## config.mk

```make
export PLATFORM = sky130hd
export DESIGN_NAME = i2c_req_arbiter
export DESIGN_NICKNAME = d
export VERILOG_FILES = /design/src/rtl/i2c_req_arbiter.sv
export SDC_FILE = /design/constraint.sdc
export NUM_CORES = 1
export LEC_CHECK = 0
export ABC_AREA = 1
export CORE_MARGIN = 2
export CORE_UTILIZATION = 24
export DETAILED_ROUTE_END_ITERATION = 16
export PLACE_DENSITY = 0.54
export SLEW_MARGIN = 20
export SYNTH_ARGS = -nofsm -noshare
export SYNTH_HDL_FRONTEND = slang
export SYNTH_SLANG_ARGS = --single-unit
```

## constraint.sdc

```tcl
create_clock -name clk -period 2.6 [get_ports clk]
set_input_delay 0.39 -clock clk [delete_from_list [all_inputs] [get_ports clk]]
set_output_delay 0.39 -clock clk [all_outputs]
set_load 0.05 [all_outputs]
```

## src/rtl/i2c_req_arbiter.sv

```systemverilog
// ============================================================================
// i2c_req_arbiter
// ----------------------------------------------------------------------------
// Shares one i2c_controller between N_REQ on-chip requesters. Requesters are
// served round-robin. The arbiter latches the winner's single-byte transaction
// into the controller inputs and follows the controller's ready handshake to
// completion. It then returns the captured read byte and pulses done for the
// winner, with err set when the transaction was aborted by a timeout.
//
// Ports:
//   clk, rst      system clock (rising edge); synchronous active-high reset
//   req           per-requester request level, held until its own done
//   req_addr      packed 7-bit slave addresses, requester i at [7i+6:7i]
//   req_wdata     packed write bytes, requester i at [8i+7:8i]
//   req_rw        per-requester direction, 1 = read, 0 = write
//   gnt           one-hot grant, high from issue through completion
//   done          one-cycle completion pulse to the granted requester
//   err           valid with done; 1 = timeout abort
//   rdata         byte captured from m_data_out at completion
//   busy          high whenever a transaction is in flight
//   m_addr        controller slave address (registered)
//   m_wdata       controller write byte (registered)
//   m_rw          controller direction (registered)
//   m_enable      controller enable
//   m_ready       controller ready (1 = idle)
//   m_data_out    controller read data
// ============================================================================
module i2c_req_arbiter #(
    parameter int unsigned N_REQ         = 4,
    parameter int unsigned ISSUE_TIMEOUT = 16,
    parameter int unsigned BUSY_TIMEOUT  = 4096
) (
    input  logic                 clk,
    input  logic                 rst,
    input  logic [N_REQ-1:0]     req,
    input  logic [7*N_REQ-1:0]   req_addr,
    input  logic [8*N_REQ-1:0]   req_wdata,
    input  logic [N_REQ-1:0]     req_rw,
    output logic [N_REQ-1:0]     gnt,
    output logic [N_REQ-1:0]     done,
    output logic                 err,
    output logic [7:0]           rdata,
    output logic                 busy,
    output logic [6:0]           m_addr,
    output logic [7:0]           m_wdata,
    output logic                 m_rw,
    output logic                 m_enable,
    input  logic                 m_ready,
    input  logic [7:0]           m_data_out
);

    localparam int unsigned IW     = $clog2(N_REQ);
    localparam int unsigned MAX_TO = (ISSUE_TIMEOUT > BUSY_TIMEOUT) ? ISSUE_TIMEOUT : BUSY_TIMEOUT;
    localparam int unsigned CW     = $clog2(MAX_TO) + 1;

    localparam logic [CW-1:0] ISSUE_LAST = CW'(ISSUE_TIMEOUT - 1);
    localparam logic [CW-1:0] BUSY_LAST  = CW'(BUSY_TIMEOUT - 1);
    localparam logic [IW-1:0] LAST_REQ   = IW'(N_REQ - 1);

    typedef enum logic [1:0] {
        S_IDLE,
        S_ISSUE,
        S_BUSY,
        S_COMPLETE
    } state_t;

    state_t          state;
    logic [IW-1:0]   ptr;
    logic [IW-1:0]   win;
    logic [CW-1:0]   cnt;

    // ------------------------------------------------------------------------
    // Round-robin pick: first asserted request scanning from ptr upward,
    // wrapping modulo N_REQ.
    // ------------------------------------------------------------------------
    logic              pick_found;
    logic [IW-1:0]     pick_idx;
    logic [N_REQ-1:0]  pick_onehot;
    int unsigned       scan;

    always_comb begin
        pick_found  = 1'b0;
        pick_idx    = '0;
        pick_onehot = '0;
        scan        = 0;
        for (int unsigned k = 0; k < N_REQ; k++) begin
            scan = (32'(ptr) + k) % N_REQ;
            if (!pick_found && req[IW'(scan)]) begin
                pick_found              = 1'b1;
                pick_idx                = IW'(scan);
                pick_onehot[IW'(scan)]  = 1'b1;
            end
        end
    end

    // ------------------------------------------------------------------------
    // Sequencer. done/err are set on the edge that enters COMPLETE so that
    // they are visible for exactly the one COMPLETE cycle.
    // ------------------------------------------------------------------------
    always_ff @(posedge clk) begin
        if (rst) begin
            state    <= S_IDLE;
            ptr      <= '0;
            win      <= '0;
            cnt      <= '0;
            gnt      <= '0;
            done     <= '0;
            err      <= 1'b0;
            rdata    <= '0;
            busy     <= 1'b0;
            m_addr   <= '0;
            m_wdata  <= '0;
            m_rw     <= 1'b0;
            m_enable <= 1'b0;
        end else begin
            case (state)
                S_IDLE: begin
                    if (m_ready && pick_found) begin
                        win      <= pick_idx;
                        gnt      <= pick_onehot;
                        m_addr   <= req_addr[7*pick_idx +: 7];
                        m_wdata  <= req_wdata[8*pick_idx +: 8];
                        m_rw     <= req_rw[pick_idx];
                        m_enable <= 1'b1;
                        busy     <= 1'b1;
                        cnt      <= '0;
                        state    <= S_ISSUE;
                    end
                end

                S_ISSUE: begin
                    if (!m_ready) begin
                        // Controller accepted the request.
                        m_enable <= 1'b0;
                        cnt      <= '0;
                        state    <= S_BUSY;
                    end else if (cnt == ISSUE_LAST) begin
                        m_enable <= 1'b0;
                        err      <= 1'b1;
                        done     <= gnt;
                        state    <= S_COMPLETE;
                    end else if (cnt != '1) begin
                        cnt <= cnt + CW'(1);
                    end
                end

                S_BUSY: begin
                    if (m_ready) begin
                        rdata <= m_data_out;
                        err   <= 1'b0;
                        done  <= gnt;
                        state <= S_COMPLETE;
                    end else if (cnt == BUSY_LAST) begin
                        err   <= 1'b1;
                        done  <= gnt;
                        state <= S_COMPLETE;
                    end else if (cnt != '1) begin
                        cnt <= cnt + CW'(1);
                    end
                end

                S_COMPLETE: begin
                    done  <= '0;
                    gnt   <= '0;
                    err   <= 1'b0;
                    busy  <= 1'b0;
                    ptr   <= (win == LAST_REQ) ? '0 : win + IW'(1);
                    state <= S_IDLE;
                end

                default: begin
                    state <= S_IDLE;
                end
            endcase
        end
    end

endmodule

```

### Yosys cells after proc, flatten, opt, wreduce, memory -nomap -nowiden

Index checks and enable logic that the tools add are counted.

* register bits: 54
* input bits: 79
* output and inout bits: 35
* logic and storage cells: 132

* add/subtract/negate cells: 5
* multiply operators: 1
* order comparisons: 9
* equal/unequal tests: 15
* shift operators: 2
* muxes and demuxes: 61
* bitwise logic cells: 3
* reduce and logical (&&, ||, !) cells: 23

Operator list (count)
* 13-bit 2-to-1 mux: 6
* 13-bit one-hot mux with 3 select lines: 1
* 4-bit 2-to-1 mux: 9
* 32-bit by 6-bit variable part select with 8-bit output: 1
* 28-bit by 6-bit variable part select with 7-bit output: 1
* 1-bit 2-to-1 mux: 20
* 2-bit 2-to-1 mux: 10
* 2-bit by 3-bit less-than comparator with 1-bit output (second input constant): 5
* 13-bit by 1-bit adder with 13-bit output (second input constant): 1
* 13-bit by 12-bit == test with 1-bit output (second input constant): 1
* 13-bit by 4-bit == test with 1-bit output (second input constant): 1
* 13-bit != test (second input constant): 1
* 4-bit OR: 3
* 4-bit one-hot mux with 3 select lines: 1
* 1-bit binary-select mux with 2-bit select: 5
* 2-bit != test (second input constant): 5
* 3-bit != test (second input constant): 3
* 1-bit demux with 2-bit select: 4
* 2-bit by 1-bit >= comparator with 1-bit output (second input constant): 4
* 1-bit logical AND: 8
* 2-bit one-hot mux with 4 select lines: 1
* 4-bit one-hot mux with 2 select lines: 1
* 2-bit == test (second input constant): 3
* 2-bit AND reduction: 3
* other kinds (13): 21

### Logic depth before layout (Yosys ltp)

* depth in word-level cells: 15
* depth in mapped cells: 17
* depth with buffers taken out: 15

### Worst setup path before layout

Ideal clock, no wire load.

* path kind: reg2reg
* from: reg ptr[0]
* to: reg m_addr[0]
* library setup time: 0.109 ns
* arrival time: 2.026 ns
* data required time: 2.491 ns
* path slack: 0.465 ns
* stages on the path, launching flop included: 15
* path buffers: 2
* clock period less this slack: 2.135 ns
* cell sequence: dfxtp_1 > buf_6 > inv_4 > ha_1 > inv_1 > nand3_1 > nand2_2 > nand4_2 > nand2_4 > buf_2 > nand3b_1 > nand3_1 > nand3_1 > nand2_1 > inv_1

* cells in the longest elaborated chain, start to end: 14
* elaborated cells between the ends (all ways): 29
* classes of those cells: add/sub: 3; mul: 1; shift: 1; mux: 16; reduce/logical: 8

Ends and longest elaborated chain
* start, declared: RTL line 68 `logic [IW-1:0] ptr;`
* start signal, assigned: RTL line 167 `ptr <= (win == LAST_REQ) ? '0 : win + IW'(1);`
* branches (longest 14 deep; another with 3-bit by 2-bit multiplier with 5-bit output)
* end signal, assigned: RTL line 121 `m_addr <= req_addr[7*pick_idx +: 7];`
* end, declared: RTL line 44 `output logic [6:0] m_addr,`

Several ways; the timed one is not identified. The select of a mux whose other input is x is not followed.
A chain may end at the register's enable or synchronous reset.

### Worst setup path after layout

* from: reg ptr[0]
* to: reg m_addr[3]

The elaborated chain is that of the path after synthesis.

==> results <==
- For this run, the number of Yosys warnings is 0.
- The leading cell type in the layout, fill and taps excluded is nand2_1.
- The clock tree skew after final layout is 0.0108 ns.
- Final hold analysis gives a worst-case slack of 0.460 ns.
- The number of port buffers is 113.
- The count of distinct cell types in the synthesized netlist is 35.
- The worst relative slew slack is 0.632.
- In the final routed layout, each cell accounts on average for 12.3 µm.
- Including well taps, the total number of placed cells is 936.
- The die is 131 µm tall.
- The post-CTS setup buffer count is 0.
- The first detailed-routing pass ran for 4 iterations.
- The max capacitance violation total is 0.
- Internal power comes to 2450 µW.
- For this design the ratio of total power to cell area is 864 mW/mm².
- The portion of synthesized cell area occupied by the leading cell type is 0.280.
- The summed instance area of the synthesized netlist is 0.00386 mm².
- Of the total power, the share spent switching nets is 0.480.
- The detailed router finished its first iteration with 209 violations.
- In the global route stage, overall resource usage came out at 0.138.
- The share of cells above drive strength 1 is 0.0687.
- The number of global-route vias before repair is 3801.
- The data arrival time of the critical path is 2.47 ns.
- The region available for standard cell placement spans 0.0158 mm².
- The transition time of the tightest slew-check pin is 0.550 ns.
- The power spent charging and discharging nets is 2250 µW.
- The total wire length after detailed routing is 11600 µm.
- The initialized floorplan defines 46 standard-cell rows.
- Setup repair after global routing left no endpoint under its margin.
- The die area is 0.0171 mm².
- The ratio of routed vias to standard cells is 4.32.
- The static leakage power is 0.00246 µW.
- The final net count is 821.
- The area growth from synthesis to final layout is 41.0%.
- The sort of element at the start of the critical path is a flip-flop.
- By area the synthesized netlist is led by dfxtp_1 28%, nand2_1 19%, nand3_1 12%.
- Entering global routing, the biggest net connects 34 pins.
- Timing analysis after detailed placement gives a worst setup slack of 0.216 ns.
- Counting the buffers created by CTS gives 5.
- The number of nets in the synthesized netlist is 711.
- The critical path start-end classification is reg -> reg.
- TritonCTS built the clock tree.
- Clock-pin slew was measured on the worst setup and hold paths at 0.07 ns.
- The worst hold path belongs to the class reg -> reg.
- The flow ran to the end, and the final reports show no timing, DRC or antenna violations.
- Static timing analysis puts the maximum clock frequency at 0.441 GHz.
- The share of total power dissipated in the clock network is 0.168.
- The share of total power dissipated in sequential elements is 0.236.
- The proportion of synthesized chip area in sequential cells is 0.280.
- Dividing the final minimum period by the clock period gives 0.871.
- Once layout is done, the placed cells without fillers occupy 0.00544 mm².
- For this configuration, the core starts out at a cell density of 0.245.
- Clock latency on the worst-skew pair, taken at its later pin, is 0.31 ns.
- After detailed placement, the total cell area comes to 0.00527 mm².
- The overall overflow remaining after global route is 0.
- The first global-routing pass estimated 18800 µm of wire.
- The sum of negative setup slack is 0 ns.
- The maximum buffer depth of the clock tree is 2.
- After clock tree synthesis, the flow added hold-fix buffers numbering 0.
- After detailed routing, the number of remaining DRC violations is 0.
- In this run the mean area of a mapped cell was 6.25 µm².
- Setup violations remaining at the end of the flow were counted as 0.
- Data on the critical path is required at its endpoint by 2.81 ns.
- The initial antenna violation count is 0.
- The total of flip-flops plus latches after synthesis is 54.
- The final RePlAce weighted congestion is 0.789.
- The number of standard cells in the layout, taps in and fillers out is 944.
- The clock period could shrink to 2.27 ns.
- Of all cell types, the one taking the most synthesized area is dfxtp_1.
- The final hold violation count was 0.
- For this design, the sink count on the clock tree is 54.
- The fraction of power consumed by combinational cells is 0.596.
- The worst path meets setup with 0.334 ns of slack.
- The H-tree depth is 2.
- The number of instances resized during post-cts repair is 0.
- In this run the horizontal extent of the chip is 131 µm.
- The total number of vias is 4082.
- The count of nets left with antenna violations once routing finished came out at 0.
- The cell at the root of the clock tree is clkbuf_16.
- The sort of element at the end of the critical path is a flip-flop.
- The final count of pins violating max slew is 0.
- For this design the top-level I/O count stands at 114.
- The gate count of the mapped netlist is 617.
- The detailed-placement wirelength estimate is 8650 µm.
- The library cells used most frequently in the layout, excluding fill and tap cells, are 193 x nand2_1, 113 x clkdlybuf4s50_1, 90 x nand3_1.
- 0 antenna diodes ended up in the layout.
- The worst IR drop on VDD is 442 µV.
- The worst-path maximum fanout is 33.
## kinds of logic after synthesis
| kind of cell | after synthesis | synth area share |
|---|---|---|
| and+or+nand+nor | 366 | 0.433 |
| buffers and inverters | 103 | 0.117 |
| AOI/OAI and AO/OA | 75 | 0.113 |
| DFF | 54 | 0.280 |
| adders and majority gates | 15 | 0.0487 |
| xor gates and xnor gates | 4 | 0.00908 |
## cell usage after synthesis, drive strengths merged
cell,count
xnor2,1
nor2,40
dfxtp,54
o211a,1
xor2,3
a31oi,1
o211ai,1
nand3b,16
or2,1
a211oi,1
nand3,94
nand2,204
clkbuf,8
o21ai,20
inv,77
nor3,4
buf,18
ha,15
a21oi,33
o2111ai,2
o21a,15
a21boi,1
nand4,7
## registers in the layout, indices dropped and copies added, names as in the netlist
signal and count:
busy 1, cnt 13, rdata 8, done 4, m_rw 1, win 2, gnt 4, m_enable 1
state 2, m_wdata 8, err 1, m_addr 7, ptr 2
## area by class of cell
| cell class | count | area (µm²) |
|---|---|---|
| inverters | 77 | 294 |
| well taps | 216 | 270 |
| clock buffers | 6 | 129 |
| fillers | 1767 | 10300 |
| multi-input cells | 460 | 2330 |
| flip-flops and latches | 54 | 1080 |
| clock inverters | 2 | 37.5 |
| repair buffers | 129 | 1300 |
## path summary, 6_finish.rpt
| kind | startpoint | endpoint | slack (ns) | depth (start not counted) |
|---|---|---|---|---|
| worst max-delay path | ptr[0] | m_addr[3] | 0.33 | 14 |
| worst max register to register | ptr[0] | m_addr[3] | 0.33 | 14 |
| worst min-delay path | busy | busy | 0.46 | 2 |
| worst min register to register | busy | busy | 0.46 | 2 |
## worst max-delay path: stages (launching register included)
cell and delay [ns]:
dfxtp_1 0.38, inv_4 0.09, ha_1 0.35, inv_1 0.13, nand3_1 0.10, nand2_2 0.16
nand4_2 0.20, nand2_4 0.13, nand2_4 0.21, nand2_1 0.12, nand2_1 0.05, nand2_1 0.05
nand3_1 0.08, nand2_1 0.07, inv_1 0.03
## power by group through the flow
stage	combinational [µW]	clock, µW	sequential, µW
3_3_place_gp	2840	0	1130
5_1_grt	3110	858	1130
4_1_cts	2840	828	1110
6_report	2800	789	1110
3_5_place_dp	2830	0	1130
2_1_floorplan	1520	0	1590
## per-layer routing
layer	track usage	wire, µm
met5	0	0
met4	0.0300	147
met3	0.0391	785
met2	0.230	5410
met1	0.179	5270
## per-stage QoR
step	total power, µW	util
2_1_floorplan	3100	-
3_3_place_gp	3970	0.334
3_5_place_dp	3960	0.334
4_1_cts	4780	0.345
5_1_grt	5100	0.345
6_report	4700	0.345
No activity file was read; power rests on OpenSTA's default activity.
